## src/rtl/tt6581_pkg.sv

```systemverilog
// tt6581_pkg: shared address map, widths and voice register payload for the
// SID-compatible register bank.
// No ports; imported by voice_regs and reg_bank.
package tt6581_pkg;

  localparam int unsigned NUM_VOICES = 3;
  localparam int unsigned ADDR_W     = 7;
  localparam int unsigned DATA_W     = 8;
  localparam int unsigned OFF_W      = 3;
  localparam int unsigned FREQ_W     = 16;
  localparam int unsigned PW_W       = 12;
  localparam int unsigned FC_W       = 11;

  // Voice base addresses
  localparam logic [ADDR_W-1:0] VOICE_BASE_0 = 7'h00;
  localparam logic [ADDR_W-1:0] VOICE_BASE_1 = 7'h07;
  localparam logic [ADDR_W-1:0] VOICE_BASE_2 = 7'h0E;

  // Per-voice register offsets
  localparam logic [OFF_W-1:0] OFF_FREQ_LO = 3'd0;
  localparam logic [OFF_W-1:0] OFF_FREQ_HI = 3'd1;
  localparam logic [OFF_W-1:0] OFF_PW_LO   = 3'd2;
  localparam logic [OFF_W-1:0] OFF_PW_HI   = 3'd3;
  localparam logic [OFF_W-1:0] OFF_CTRL    = 3'd4;
  localparam logic [OFF_W-1:0] OFF_AD      = 3'd5;
  localparam logic [OFF_W-1:0] OFF_SR      = 3'd6;

  // Global registers
  localparam logic [ADDR_W-1:0] ADDR_FC_LO    = 7'h15;
  localparam logic [ADDR_W-1:0] ADDR_FC_HI    = 7'h16;
  localparam logic [ADDR_W-1:0] ADDR_RES_FILT = 7'h17;
  localparam logic [ADDR_W-1:0] ADDR_MODE_VOL = 7'h18;
  localparam logic [ADDR_W-1:0] ADDR_POTX     = 7'h19;
  localparam logic [ADDR_W-1:0] ADDR_POTY     = 7'h1A;
  localparam logic [ADDR_W-1:0] ADDR_OSC3     = 7'h1B;
  localparam logic [ADDR_W-1:0] ADDR_ENV3     = 7'h1C;

  typedef struct packed {
    logic [FREQ_W-1:0] freq;
    logic [PW_W-1:0]   pw;
    logic [DATA_W-1:0] ctrl;
    logic [DATA_W-1:0] ad;
    logic [DATA_W-1:0] sr;
  } voice_regs_t;

endpackage

```

## src/rtl/voice_regs.sv

```systemverilog
// voice_regs: shadow/active register pair for one voice plus gate edge pulses.
// Ports:
//   clk_i, rst_ni      clock, async active-low reset
//   sel                register offset within the voice (0..6)
//   we, wdata          write strobe (already qualified for this voice), data
//   tick               sample tick; commits shadow to active
//   rdata_c            combinational read byte of the shadow at sel
//   active             committed register set
//   gate_on, gate_off  one-cycle pulses on committed gate rising/falling edge
module voice_regs
  import tt6581_pkg::*;
(
  input  logic              clk_i,
  input  logic              rst_ni,
  input  logic [OFF_W-1:0]  sel,
  input  logic              we,
  input  logic [DATA_W-1:0] wdata,
  input  logic              tick,
  output logic [DATA_W-1:0] rdata_c,
  output voice_regs_t       active,
  output logic              gate_on,
  output logic              gate_off
);

  voice_regs_t shadow;

  // Shadow write; PW_HI keeps only its low nibble
  always_ff @(posedge clk_i or negedge rst_ni) begin
    if (!rst_ni) begin
      shadow <= '0;
    end else if (we) begin
      case (sel)
        OFF_FREQ_LO: shadow.freq[7:0]  <= wdata;
        OFF_FREQ_HI: shadow.freq[15:8] <= wdata;
        OFF_PW_LO:   shadow.pw[7:0]    <= wdata;
        OFF_PW_HI:   shadow.pw[11:8]   <= wdata[3:0];
        OFF_CTRL:    shadow.ctrl       <= wdata;
        OFF_AD:      shadow.ad         <= wdata;
        OFF_SR:      shadow.sr         <= wdata;
        default:     ;
      endcase
    end
  end

  // Commit; gate edge compares incoming shadow gate against committed gate
  always_ff @(posedge clk_i or negedge rst_ni) begin
    if (!rst_ni) begin
      active   <= '0;
      gate_on  <= 1'b0;
      gate_off <= 1'b0;
    end else if (tick) begin
      active   <= shadow;
      gate_on  <= shadow.ctrl[0] & ~active.ctrl[0];
      gate_off <= ~shadow.ctrl[0] & active.ctrl[0];
    end else begin
      gate_on  <= 1'b0;
      gate_off <= 1'b0;
    end
  end

  // Read mux over the shadow
  always_comb begin
    rdata_c = '0;
    case (sel)
      OFF_FREQ_LO: rdata_c = shadow.freq[7:0];
      OFF_FREQ_HI: rdata_c = shadow.freq[15:8];
      OFF_PW_LO:   rdata_c = shadow.pw[7:0];
      OFF_PW_HI:   rdata_c = {4'h0, shadow.pw[11:8]};
      OFF_CTRL:    rdata_c = shadow.ctrl;
      OFF_AD:      rdata_c = shadow.ad;
      OFF_SR:      rdata_c = shadow.sr;
      default:     rdata_c = '0;
    endcase
  end

endmodule

```

## src/rtl/reg_bank.sv

```systemverilog
// reg_bank: SID-compatible register bank behind the SPI slave. Decodes the
// address/data/strobe bus into shadow registers, commits them to the datapath
// on each sample tick, snapshots OSC3/ENV3 and returns registered read data.
// Ports:
//   clk_i, rst_ni                    clock, async active-low reset
//   reg_addr_i, reg_wdata_i, reg_we_i register bus from the SPI slave
//   reg_rdata_o                      read data, one cycle after address
//   sample_tick_i                    commit strobe
//   osc3_i, env3_i                   live voice-3 values to snapshot
//   freq_o/pw_o/ctrl_o/ad_o/sr_o     committed per-voice registers
//   fc_o, res_filt_o, mode_vol_o     committed filter/volume registers
//   gate_on_o, gate_off_o            per-voice key-on/key-off pulses
module reg_bank
  import tt6581_pkg::*;
(
  input  logic                  clk_i,
  input  logic                  rst_ni,
  input  logic [ADDR_W-1:0]     reg_addr_i,
  input  logic [DATA_W-1:0]     reg_wdata_i,
  input  logic                  reg_we_i,
  output logic [DATA_W-1:0]     reg_rdata_o,
  input  logic                  sample_tick_i,
  input  logic [DATA_W-1:0]     osc3_i,
  input  logic [DATA_W-1:0]     env3_i,
  output logic [FREQ_W-1:0]     freq_o [NUM_VOICES],
  output logic [PW_W-1:0]       pw_o   [NUM_VOICES],
  output logic [DATA_W-1:0]     ctrl_o [NUM_VOICES],
  output logic [DATA_W-1:0]     ad_o   [NUM_VOICES],
  output logic [DATA_W-1:0]     sr_o   [NUM_VOICES],
  output logic [FC_W-1:0]       fc_o,
  output logic [DATA_W-1:0]     res_filt_o,
  output logic [DATA_W-1:0]     mode_vol_o,
  output logic [NUM_VOICES-1:0] gate_on_o,
  output logic [NUM_VOICES-1:0] gate_off_o
);

  logic [NUM_VOICES-1:0] voice_hit_c;
  logic [OFF_W-1:0]      voice_off_c;
  logic [DATA_W-1:0]     voice_rdata_c [NUM_VOICES];
  voice_regs_t           voice_active  [NUM_VOICES];
  logic [DATA_W-1:0]     rdata_c;

  logic [FC_W-1:0]   fc_sh;
  logic [DATA_W-1:0] res_filt_sh;
  logic [DATA_W-1:0] mode_vol_sh;
  logic [DATA_W-1:0] osc3_snap;
  logic [DATA_W-1:0] env3_snap;

  // Voice address decode: which voice, and offset within it
  always_comb begin
    voice_hit_c = '0;
    voice_off_c = '0;
    if (reg_addr_i < VOICE_BASE_1) begin
      voice_hit_c[0] = 1'b1;
      voice_off_c    = OFF_W'(reg_addr_i - VOICE_BASE_0);
    end else if (reg_addr_i < VOICE_BASE_2) begin
      voice_hit_c[1] = 1'b1;
      voice_off_c    = OFF_W'(reg_addr_i - VOICE_BASE_1);
    end else if (reg_addr_i < ADDR_FC_LO) begin
      voice_hit_c[2] = 1'b1;
      voice_off_c    = OFF_W'(reg_addr_i - VOICE_BASE_2);
    end
  end

  for (genvar v = 0; v < int'(NUM_VOICES); v++) begin : g_voice
    voice_regs u_voice_regs (
      .clk_i    (clk_i),
      .rst_ni   (rst_ni),
      .sel      (voice_off_c),
      .we       (reg_we_i & voice_hit_c[v]),
      .wdata    (reg_wdata_i),
      .tick     (sample_tick_i),
      .rdata_c  (voice_rdata_c[v]),
      .active   (voice_active[v]),
      .gate_on  (gate_on_o[v]),
      .gate_off (gate_off_o[v])
    );

    assign freq_o[v] = voice_active[v].freq;
    assign pw_o[v]   = voice_active[v].pw;
    assign ctrl_o[v] = voice_active[v].ctrl;
    assign ad_o[v]   = voice_active[v].ad;
    assign sr_o[v]   = voice_active[v].sr;
  end

  // Filter/volume shadow; FC_LO keeps only bits 2:0
  always_ff @(posedge clk_i or negedge rst_ni) begin
    if (!rst_ni) begin
      fc_sh       <= '0;
      res_filt_sh <= '0;
      mode_vol_sh <= '0;
    end else if (reg_we_i) begin
      case (reg_addr_i)
        ADDR_FC_LO:    fc_sh[2:0]  <= reg_wdata_i[2:0];
        ADDR_FC_HI:    fc_sh[10:3] <= reg_wdata_i;
        ADDR_RES_FILT: res_filt_sh <= reg_wdata_i;
        ADDR_MODE_VOL: mode_vol_sh <= reg_wdata_i;
        default:       ;
      endcase
    end
  end

  // Filter/volume commit and OSC3/ENV3 snapshot on the sample tick
  always_ff @(posedge clk_i or negedge rst_ni) begin
    if (!rst_ni) begin
      fc_o       <= '0;
      res_filt_o <= '0;
      mode_vol_o <= '0;
      osc3_snap  <= '0;
      env3_snap  <= '0;
    end else if (sample_tick_i) begin
      fc_o       <= fc_sh;
      res_filt_o <= res_filt_sh;
      mode_vol_o <= mode_vol_sh;
      osc3_snap  <= osc3_i;
      env3_snap  <= env3_i;
    end
  end

  // Read mux; POTX/POTY and unmapped addresses fall through to zero
  always_comb begin
    rdata_c = '0;
    for (int v = 0; v < int'(NUM_VOICES); v++) begin
      if (voice_hit_c[v]) rdata_c = voice_rdata_c[v];
    end
    case (reg_addr_i)
      ADDR_FC_LO:    rdata_c = {5'h00, fc_sh[2:0]};
      ADDR_FC_HI:    rdata_c = fc_sh[10:3];
      ADDR_RES_FILT: rdata_c = res_filt_sh;
      ADDR_MODE_VOL: rdata_c = mode_vol_sh;
      ADDR_OSC3:     rdata_c = osc3_snap;
      ADDR_ENV3:     rdata_c = env3_snap;
      default:       ;
    endcase
  end

  always_ff @(posedge clk_i or negedge rst_ni) begin
    if (!rst_ni) reg_rdata_o <= '0;
    else         reg_rdata_o <= rdata_c;
  end

endmodule
```

## config.mk

```make
export PLATFORM = sky130hd
export DESIGN_NAME = reg_bank
export DESIGN_NICKNAME = d
export VERILOG_FILES = /design/src/rtl/tt6581_pkg.sv /design/src/rtl/voice_regs.sv /design/src/rtl/reg_bank.sv
export SDC_FILE = /design/constraint.sdc
export NUM_CORES = 1
export LEC_CHECK = 0
export CORE_UTILIZATION = 35
export DETAILED_ROUTE_END_ITERATION = 6
export PLACE_DENSITY = 0.55
export SYNTH_ARGS = -nofsm -noshare
export SYNTH_HDL_FRONTEND = slang
export SYNTH_SLANG_ARGS = --single-unit
```

## constraint.sdc

```tcl
create_clock -name clk_i -period 3.6 [get_ports clk_i]
set_clock_uncertainty 0.05 [all_clocks]
set_input_delay 0.9 -clock clk_i [delete_from_list [all_inputs] [get_ports clk_i]]
set_output_delay 0.9 -clock clk_i [all_outputs]
set_load 0.02 [all_outputs]
```

Yosys cells after proc, flatten, opt, wreduce, memory -nomap -nowiden:

Cells that the tools add are included.

* input port bits: 35
* logic and storage cells: 131
* register bits after elaboration: 396
* output and inout bits: 197

* add/subtract/negate cells: 2
* reduce and logical (&&, ||, !) cells: 26
* bitwise operators: 15
* equal/unequal tests: 12
* magnitude comparators: 3
* mux-type cells: 21

Operators with widths (number)
* 8-bit one-hot mux with 7 select lines: 3
* 2-bit AND reduction: 25
* 8-bit one-hot mux with 6 select lines: 1
* 7-bit by 5-bit == test with 1-bit output (second input constant): 6
* 8-bit 2-to-1 mux: 3
* 1-bit 2-to-1 mux: 10
* 1-bit AND: 9
* 3-bit == test (second input constant): 3
* 3-bit 2-to-1 mux: 3
* 7-bit by 3-bit less-than comparator with 1-bit output (second input constant): 1
* 7-bit by 4-bit less-than comparator with 1-bit output (second input constant): 1
* 7-bit by 5-bit less-than comparator with 1-bit output (second input constant): 1
* 3-bit by 2-bit == test with 1-bit output (second input constant): 2
* 1-bit inverter: 6
* 3-bit subtractor (second input constant): 2
* 3-bit by 1-bit == test with 1-bit output (second input constant): 1
* 3-bit logical NOT: 1
* 2-bit 2-to-1 mux: 1

Logic depth before layout (Yosys ltp):

Gate-level depths: netlist of the first run.

* depth in word-level cells: 10
* mapped depth: 11
* gate-level depth less buffers: 9

By module:

Synthesis of the first run repeated with hierarchy kept, for this count alone.

* cell total of the unflattened synthesis: 1133
* area total of the unflattened synthesis: 16992.5 um^2

By module, submodules not included
* voice_regs: sequential area each 2652.5 um^2, cells an instance 290, times used 3, area each 4478.0 um^2
* reg_bank: sequential area each 1951.9 um^2, cells an instance 263, times used 1, area each 3558.4 um^2

Worst setup path before layout of the first run:

No wires, ideal clock.

* path kind: input -> register
* start point: input port reg_addr_i[1]
* end point: register g_voice[0].u_voice_regs.shadow[44] (netlist bit)
* cell stages on the path: 10
* arrival time: 3.119 ns
* slack: 0.306 ns
* data required time: 3.425 ns
* setup time: 0.125 ns
* path buffers: 3
* cell sequence: ha_1 buf_2 nor4b_1 a211oi_2 nor2_2 buf_2 buf_4 nand3_1 nor2_2 mux2_2

* word-level cells in the longest chain between the ends: 6
* elaborated cells on any way between the ends: 12
* classes of those cells: add/sub (2); order compare (3); eq/ne (1); mux (4); bitwise (1); reduce/logical (1)

RTL lines
* from (decl): RTL line reg_bank.sv:18 `input logic [ADDR_W-1:0] reg_addr_i,`
* 7-bit by 5-bit less-than comparator with 1-bit output or 3-bit subtractor (tied branches): RTL line reg_bank.sv:59, reg_bank.sv:61
* 3-bit 2-to-1 mux: RTL line reg_bank.sv:59 `end else if (reg_addr_i < ADDR_FC_LO) begin`
* 3-bit 2-to-1 mux: RTL line reg_bank.sv:56 `end else if (reg_addr_i < VOICE_BASE_2) begin`
* 3-bit 2-to-1 mux: RTL line reg_bank.sv:53 `if (reg_addr_i < VOICE_BASE_1) begin`
* 3-bit by 1-bit == test with 1-bit output: RTL line voice_regs.sv:32 `case (sel)`
* 2-bit AND reduction (no line) (*)
* to (decl): RTL line voice_regs.sv:25 `voice_regs_t shadow;`

Mark *: on every way between the ends. The rest lies on a longest branch, timed or not.
A chain may end at the register's enable or synchronous reset.

Worst setup path after layout of the first run:

* start point: input port reg_addr_i[6]
* end point: register reg_rdata_o[2]

* word-level cells in the longest chain between the ends: 10
* elaborated cells on any way between the ends: 31
* classes of those cells: order compare (3); eq/ne (12); mux (15); reduce/logical (1)

RTL lines
* 7-bit by 5-bit less-than comparator with 1-bit output: RTL line reg_bank.sv:59
* 3-bit 2-to-1 mux: RTL line reg_bank.sv:59
* 3-bit 2-to-1 mux: RTL line reg_bank.sv:56
* 3-bit 2-to-1 mux: RTL line reg_bank.sv:53
* 3-bit == test (tied with other cells): RTL line voice_regs.sv:64 `case (sel)`
* 8-bit one-hot mux with 7 select lines: RTL line voice_regs.sv:64
* 8-bit 2-to-1 mux (3 in a row): RTL line reg_bank.sv:124 `if (voice_hit_c[v]) rdata_c = voice_rdata_c[v];`
* 8-bit one-hot mux with 6 select lines (*): RTL line reg_bank.sv:126 `case (reg_addr_i)`
* via rdata_c[2]: RTL line reg_bank.sv:41 `logic [DATA_W-1:0] rdata_c;`
* to (signal assigned): RTL line reg_bank.sv:139 `else reg_rdata_o <= rdata_c;`
* to (decl): RTL line reg_bank.sv:21 `output logic [DATA_W-1:0] reg_rdata_o,`

The timed path passes the listed nets; every way through them passes the cells marked *.

==> results of run 1 <==
==> worst register-to-register path: cells and delay by family (launching register included) <==
| kind | cells | cell delay [ns] |
|---|---|---|
| flip-flops | 1 | 0.41 |
| buffers and inverters | 1 | 0.16 |
| AND/OR/NAND/NOR | 2 | 0.59 |
| AO/OA/AOI/OAI | 3 | 0.44 |
==> placed cells by master, fill, tap and decap left out, types with 3 or more instances in the layout <==
cell,instances
o31ai_1,5
nor3b_1,4
a221o_1,4
nand3_1,10
clkbuf_16,44
clkdlybuf4s50_1,227
and3b_1,3
inv_1,13
buf_4,128
a31oi_1,13
and3_1,12
mux2_2,380
a32oi_1,11
o21ai_0,19
mux2i_1,11
a21o_1,3
a31o_2,6
nor2_1,19
a22oi_1,31
clkbuf_8,11
buf_12,25
clkinv_2,7
nor2_4,6
clkbuf_1,6
dfrtp_1,396
a221oi_1,5
nand2_2,3
and4_1,3
a21oi_1,15
o41ai_1,3
a222oi_1,7
nor2_2,15
nand4_1,7
nand2_1,29
nor3_1,3
ha_1,5
nor3_2,4
==> sequential cells by signal, summed over array words and instances, names as in the netlist <==
register	cells
res_filt_sh	8
mode_vol_sh	8
g_voice.u_voice_regs.gate_off	3
g_voice.u_voice_regs.active	156
g_voice.u_voice_regs.gate_on	3
mode_vol_o	8
res_filt_o	8
fc_sh	11
osc3_snap	8
g_voice.u_voice_regs.shadow	156
fc_o	11
reg_rdata_o	8
env3_snap	8
==> worst paths after layout <==
kind,endpoint,cells past startpoint
max,reg_rdata_o[2],11
min,g_voice[2].u_voice_regs.gate_off,1
max reg2reg,reg_rdata_o[6],6
min reg2reg,g_voice[1].u_voice_regs.gate_on,1
max in group asynchronous,g_voice[1].u_voice_regs.active[6],2
min in group clk_i,g_voice[1].u_voice_regs.gate_on,1
==> per-layer routing <==
| layer | part of all wire [%] | track usage, % | vias to the layer above | routed length (um) |
|---|---|---|---|---|
| li1 | - | - | 5030 | - |
| met1 | 46 | 29.3 | 5864 | 23000 |
| met2 | 48 | 33.5 | 337 | 24100 |
| met3 | 4.9 | 3.01 | 62 | 2500 |
| met4 | 1.8 | 5.80 | 0 | 918 |
| met5 | 0 | 0 | - | 0 |
==> timing repair <==
item | in CTS | in global routing
gates resized for setup | 1 | 12
endpoints found under the setup margin | 1 | 110
pin swaps | 0 | 1
==> report_power, final <==
part / total, mW / internal, mW / switching, mW
clock: 4.37 / 2.58 / 1.79
combinational: 1.59 / 0.805 / 0.789
sequential: 5.12 / 4.82 / 0.302
==> cell families (layout without fill, tap and decap cells) <==
logic type               count (synthesis)  after routing
flip-flops                             396            396
multiplexers                           394            394
AO/OA/AOI/OAI                          146            146
AND/OR/NAND/NOR                        138            138
buffers and inverters                   88            469
adder cells (fa/ha/maj)                  6              6
XOR/XNOR                                 1              1
==> area by class of cell <==
class	count	share of cell area (%)
repair buffers	384	16.8
inverters	13	0.217
multi-input cells	685	29.3
flip-flops and latches	396	44.1
clock buffers	60	5.61
clock inverters	12	0.573
well taps	607	3.38
==> cell usage after synthesis, types with 4 or more instances <==
library cell  instances  area share [%]
o21ai_0              19            0.56
a31oi_1              14            0.52
mux2_2              380              25
nor2_1               20            0.45
nand4_1               7            0.26
nor3_1                4            0.12
buf_4                12            0.54
dfrtp_1             396              59
buf_2                12            0.36
o31ai_1               5            0.22
o41ai_1               4            0.21
ha_1                  6            0.45
nor2_2               14            0.52
a22oi_1              31             1.4
a222oi_1              7            0.42
a21oi_1              15            0.45
inv_1                13            0.29
mux2i_1              11            0.65
clkbuf_1             46             1.0
and3_1               12            0.45
nand3_1              10            0.30
nor3_2                5            0.30
nor2_4                6            0.40
nand2_1              29            0.65
a32oi_1              11            0.57
a221oi_1              6            0.31
nor3b_1               4            0.18
a221o_1               4            0.24
buf_6                 4            0.27
a31o_2                6            0.31
==> metrics by stage <==
stage	TNS (ns)	utilization, %
6_report	0	47.9
5_1_grt	0	47.9
4_1_cts	0	47.7
3_5_place_dp	-72.37	44.7
3_3_place_gp	-66.07	44.7
2_1_floorplan	0	-
==> metrics.yaml, run 1 <==
status: "finished clean"
cts-buffers-inserted: 43
initial_core_util_pct: 35.9
power_leakage_nw: 10.4
crit_type: "input port to flop"
final_cell_count_no_fill: 2157
finalInstanceArea_um2: 22500
path_common_cell: "buf_4"
grt_pass1_wl_um: 77100
period_minus_slack_ns: 3.31
fp.dieW_um: 221
drive_gt1_share_pct: 42.5
post_dp_cell_area_um2: 21000
cts_tree: "done"
synthAdderAreaFrac_pct: 0.446
drc: 0
finalHoldViolations: 0
hold_class: "input port to asynchronous set/reset pin"
syn-instance-count: 1169
cts_sinks: 396
clock_latency_ns: 0.57
ant_nets: 0
dr.pass1.iters: 5
grt_max_degree: 80
synth_compound_area_share_pct: 6.70
critPathArrivalTime_ns: 3.69
power_mw: 11.1
drt_wl_total_um: 50600
io_buffers: 231
crit_fanout: 5
area_growth_pct: 33.5
core_um2: 47000
gp_congestion: 0.909
fillers: 4173
viasPerCell: 5.24
multi_input_area_um2: 6580
seq_area_frac_synth_pct: 58.9
cts_hold_buf: 0
setup_ws_ns: 0.292
grt_setup_unrepaired: "no"
maxCapViolations: 0
seqCellArea_um2: 9910
relSlewSlack_pct: 31.0
ir_drop_mv: 0.255
synth-main-ff-cell: "dfrtp_1"
synth_nets: 1210
clockBufferDepth: 3
ios: 232
cp_slowest_cell: "or4_1"
cts-root-buf: "clkbuf_16"
syn-mean-instance-area_um2: 14.4
setup_violations: 0
tightest_slew_ns: 1.03
grt_use_total_pct: 20.8
netlist_area_um2: 16800
slew_violations: 0
yosysWarningCount: 0
dp_slack_ns: -0.600
grt_overflow: 0
critPathMaxStageDelay_ns: 0.54
hpwl_um: 36800
diodes: 0
rows: 79
yosys.area_share.xor_xnor_pct: 0.0520
critical_path.startpoint: "reg_addr_i[6]"
num_vias: 11293
pwr_density_cell_nw_per_um2: 493
fin_hold_ws_ns: 0.246
grt_pass1_vias: 11842
synth_cell_type_count: 70
dp_cells: 2085
die_area_um2: 49000
cp-end-kind: "flop"
post-cts-setup-buffers: 0
first_iter_violations: 810
wl_per_cell_um: 23.4
synth_seq_cells: 396
cts_max_level: 2
start_kind: "input port"
worst_r2r_startpoint: "res_filt_sh[6]"
cp_data_required_time_ns: 3.99
synth-simple-area-share_pct: 5.11
path_clk_slew_ns: 0.06
path_delay_family: "buffers and inverters"
async_flop_share_pct: 100
critical_path.cell_chain: "clkdlybuf4s50_1 -> buf_4 -> nor3_2 -> buf_4 -> a22oi_2 -> a32oi_1 -> buf_4 -> and3_1 -> a221oi_2 -> a31oi_1 -> or4_1"
die_y_um: 221
antenna_found_initial: 0
synth_enable_flop_cells: 0
synth_top_family_by_area: "multiplexers"
synth_mux_area_share_pct: 26.3
nNetsFinal: 1564
fin_crit_sh_pct: 91.9
critPathBufInv: 4
clock.fmax_ghz: 0.302
ff2ff_setup_slack_ns: 1.84
Power figures use the tool's default switching activity.
==> run 2: changes to the inputs <==
--- a/config.mk
+++ b/config.mk
@@ -5,6 +5,7 @@
 export SDC_FILE = /design/constraint.sdc
 export NUM_CORES = 1
 export LEC_CHECK = 0
+export CORE_MARGIN = 1
 export CORE_UTILIZATION = 35
 export DETAILED_ROUTE_END_ITERATION = 6
 export PLACE_DENSITY = 0.55
==> results of run 2 <==
Final layout, timing and power as in run 1 (identical DEF).
